**src/rtl/four_way_demux.sv**
```systemverilog
// Registered 1-to-4 demultiplexer with per-channel valid strobes and one cycle of latency.
// Optional per-channel saturating route counters are enabled by defining DEMUX_ROUTE_COUNT_EN.
module four_way_demux #(
  parameter int WIDTH = 1,
  parameter int CNT_W = 8
) (
  input  logic             clk,
  input  logic             rst,
  input  logic [WIDTH-1:0] a,
  input  logic             s2,
  input  logic             s3,
  input  logic             in_valid,
`ifdef DEMUX_ROUTE_COUNT_EN
  input  logic             cnt_clr,
  output logic [4*CNT_W-1:0] cnt,
`endif
  output logic [WIDTH-1:0] b,
  output logic [WIDTH-1:0] c,
  output logic [WIDTH-1:0] d,
  output logic [WIDTH-1:0] e,
  output logic [3:0]       vld
);

  logic [1:0] sel;
  logic [3:0] hit;

  assign sel = {s3, s2};

  // One-hot channel strobe for this cycle; all zero when the input is idle.
  always_comb begin
    hit = 4'b0000;
    if (in_valid) hit = 4'b0001 << sel;
  end

  // NOTE: sequential state uses non-blocking assignments so every register samples pre-edge values.
  always_ff @(posedge clk or posedge rst) begin
    if (rst) begin
      b   <= '0;
      c   <= '0;
      d   <= '0;
      e   <= '0;
      vld <= 4'b0000;
    end else begin
      b   <= hit[0] ? a : '0;
      c   <= hit[1] ? a : '0;
      d   <= hit[2] ? a : '0;
      e   <= hit[3] ? a : '0;
      vld <= hit;
    end
  end

`ifdef DEMUX_ROUTE_COUNT_EN
  // Channel 0 (b) occupies the least significant counter slice.
  for (genvar i = 0; i < 4; i++) begin : g_route_cnt
    logic [CNT_W-1:0] cnt_q;

    always_ff @(posedge clk or posedge rst) begin
      if (rst) begin
        cnt_q <= '0;
      end else if (cnt_clr) begin
        cnt_q <= '0;
      end else if (hit[i] && (cnt_q != {CNT_W{1'b1}})) begin
        cnt_q <= cnt_q + CNT_W'(1);
      end
    end

    assign cnt[i*CNT_W +: CNT_W] = cnt_q;
  end
`endif

`ifndef SYNTHESIS
  // An unknown select while the input is valid would steer data to an undefined channel.
  sel_known_a: assert property (@(posedge clk) disable iff (rst)
    in_valid |-> !$isunknown({s3, s2}));
`endif

endmodule

```
**config.mk**
```make
export PLATFORM = sky130hd
export DESIGN_NAME = four_way_demux
export DESIGN_NICKNAME = d
export VERILOG_FILES = /design/src/rtl/four_way_demux.sv
export SDC_FILE = /design/constraint.sdc
export NUM_CORES = 1
export LEC_CHECK = 0
export CORE_AREA = 5 5 42 44
export CTS_BUF_LIST = sky130_fd_sc_hd__clkbuf_2
export CTS_CLUSTER_DIAMETER = 50
export DETAILED_ROUTE_END_ITERATION = 8
export DIE_AREA = 0 0 47 49
export RECOVER_POWER = 100
export SLEW_MARGIN = 30
export SYNTH_ARGS = -nofsm -noshare
export SYNTH_HDL_FRONTEND = slang
export SYNTH_SLANG_ARGS = --single-unit
```
**constraint.sdc**
```tcl
create_clock -name clk -period 0.8 [get_ports clk]
set_clock_uncertainty 0.05 [all_clocks]
set_input_delay 0.24 -clock clk [delete_from_list [all_inputs] [get_ports clk]]
set_output_delay 0.24 -clock clk [all_outputs]
set_load 0.005 [all_outputs]
```
=== Word level (Yosys, flattened, before mapping) ===
Cells that the tools add are included.

* Flip-flop bits (word level): 8
* Output and inout bits: 8
* Logic and storage cells: 11

* Shift operators: 1
* Multiplexer cells: 5

{| class="wikitable"
|+ Operators with widths
! kind !! count
|-
| 1-bit two-way mux || 4
|-
| 4-bit two-way mux || 1
|-
| 1-bit by 2-bit left shift with 4-bit output, first input constant || 1
|}

=== Logic depth before layout (Yosys ltp) ===
Gate-level depths: netlist of the first run.

* Depth in word-level cells: 3
* Mapped depth: 1

=== Least setup slack after synthesis of the first run ===
No wires, ideal clock.

* Kind: register to output
* From: register b
* To: output b
* Data arrival time: 0.349 ns
* Required time: 0.510 ns
* Path slack: 0.161 ns
* Cell stages (with the launch flop): 1
* Path buffers: 0
* Path through: dfrtp_1

{| class="wikitable"
|+ RTL lines
! item !! RTL line !! source
|-
| from (decl) || 17 || <nowiki>output logic [WIDTH-1:0] b,</nowiki>
|-
| from (signal assigned) || 44 || <nowiki>b <= hit[0] ? a : '0;</nowiki>
|}

No word-level cell between the ends.

=== Worst setup path after layout of the first run ===
* From: register b
* To: output b

No word-level cell between the ends.

==> run metrics, run 1 <==
CP Capture Type primary output; synthesized area approximately 280 sq um; CP top delay family flip-flops; gpl congestion 0.745; Layout area overhead 42.3%; nets@finish 41; layout cells sized above 1 0.545; Seq cells post-synth 8; vias in the first global route 210; Synth top area share 0.705; fin crit share 1.27; Routed Antenna Nets 0; CTS tree yes; Max VDD drop 0.000509 V; First-pass DRT Iterations 2; crit-path cells buf_2; initial DRC count 3; Data arrival, critical path ~0.73 ns; Setup Crit Path Kind reg2out; Via density roughly 3.9; Port Buf Inserts 13; Net Count, Synth 23; slowest stage delay, CP 0.38 ns; Worst Tran Pin Value 0.279 ns; Congestion Overflow GR 0; Die Area 0.00230 sq mm; DRT Wirelength a little under 600 um; Design Area, Final ~400 sq um; CTS Hold Bufs 0; clk sink count 8; # DRC 0; Synth area leader dfrtp_1; synth warn 0; postcts setup bufs 0; largest net degree at the start of global routing 9; Synth area leaders dfrtp_1 (70%), and4b_2 (7.9%), and3b_2 (7.0%), and4bb_2 (4.4%), and4_2 (3.5%); H-tree depth 1; Die Width around 47 um; Die Y around 50 um; final hold violations 0; global-route wire length before repair 924 um; Power Total 708 uW; Core Rows 14; CP startpoint kind flop; Worst Hold Class in2async; Final Critical Period a little over 1 ns; Longest Clk Path Bufs 2; most frequent cells in the layout dfrtp_1 (8), buf_2 (8), dlygate4sd2_1 (4), clkbuf_2 (3); # placed instances between 40 and 50; Worst Path Buf+Inv 1; final setup violation count 8; number of diodes 0; Total Routing Usage GR 0.0598; Fmax achieved just under 1000 MHz; average routed wire per standard cell between 10 and 15 um; antenna violations before repair 0; slowest stage cell, crit path dfrtp_1; Cell Area, Placed 434 sq um; vias about 190; RSZ-0062 raised after global routing yes; Mapped Avg Cell Area 16.7 sq um; DP Wirelength about 440 um; CTS Buf Count 3; Critical Path RT a little over 0.5 ns; clk root buf clkbuf_2; pwr dens 1750 mW/mm^2; Slew Limit Headroom 0.814; num ports 14; worst setup margin -0.218 ns; failing checks negative setup slack; register area share after synthesis 0.705; Slew Limit Fails 0; Core ar. 0.00140 sq mm; Pleak ~0.23 nW; outcome complete, but fails checks; max cap viols 0; CP Max Fanout 1; Distinct cells, synth 8; Worst-path clk slew around 0.07 ns; Initial Util 0.203; Cells after Synth 17; Final Instance Count excl. Fillers roughly 50
## cell families (layout without fill, tap and decap cells)
kind of cell  count (synthesis)  in the layout  share of synthesized area
simple gates                  8              8                      0.282
buf+inv                       1             17                     0.0132
flops                         8              8                      0.705
## layer usage
metal | part of all wire | vias to the layer above | global-route usage
met3 | 0.18 | 0 | 0.0443
met1 | 0.43 | 83 | 0.0727
li1 | - | 94 | -
met2 | 0.38 | 14 | 0.0701
met4 | 0 | 0 | 0.0415
met5 | 0 | - | 0
## synth_stat cells
| cell | count |
|---|---|
| and4bb_2 | 1 |
| inv_1 | 1 |
| nor3b_1 | 1 |
| and4b_2 | 2 |
| dfrtp_1 | 8 |
| and3b_2 | 2 |
| and4_2 | 1 |
| and3_2 | 1 |
## area by class of cell
class                   instances  area, sq um
fillers                       149          997
inverters                       1         3.75
well taps                      16         20.0
repair buffers                 13         85.1
clock buffers                   3         15.0
flip-flops and latches          8          200
multi-input cells               8         80.1
## flip-flops by register name, indices dropped and copies added (netlist names)
register  count
vld           4
b             1
c             1
d             1
e             1
## per-stage QoR
| step | setup TNS (ns) | util | worst slack [ns] | hold slack, ns |
|---|---|---|---|---|
| floorplan | 0 | - | 0.161 | 0.00566 |
| global placement | -5.28 | 0.310 | -0.406 | 0.443 |
| detailed placement | -5.61 | 0.310 | -0.457 | 0.468 |
| CTS | -1.73 | 0.288 | -0.232 | 0.207 |
| global route | -1.99 | 0.288 | -0.277 | 0.359 |
| finish | -1.56 | 0.288 | -0.218 | 0.349 |
## what timing repair did
action                                 4_1_cts  5_1_grt
gates resized for setup                     36        0
endpoints found under the hold margin        0        0
setup endpoints to repair                   16        8
## power by group
part / internal (mW) / leakage (nW) / total [mW] / switching (mW)
sequential: 0.417 / 0.109 / 0.420 / 0.00314
combinational: 0.0342 / 0.111 / 0.0659 / 0.0317
clock: 0.102 / 0.0125 / 0.223 / 0.120
total: 0.553 / 0.232 / 0.708 / 0.155
## how the worst max path moves through the flow
stage                   to   start  cells past startpoint  slack (ns)
finish                   b       b                      1       -0.22
global route             b       b                      1       -0.28
CTS                 vld[0]  vld[0]                      1       -0.23
detailed placement       b      s3                      2       -0.46
global placement         d      s2                      2       -0.41
floorplan                b       b                      0        0.16
Note: power is estimated with default switching activity, not from simulation.
==> run 2: changes to the inputs <==
ABC_AREA = 0   (was default)
==> results of run 2 <==
No change in the layout: final DEF, timing and power equal those of run 1.
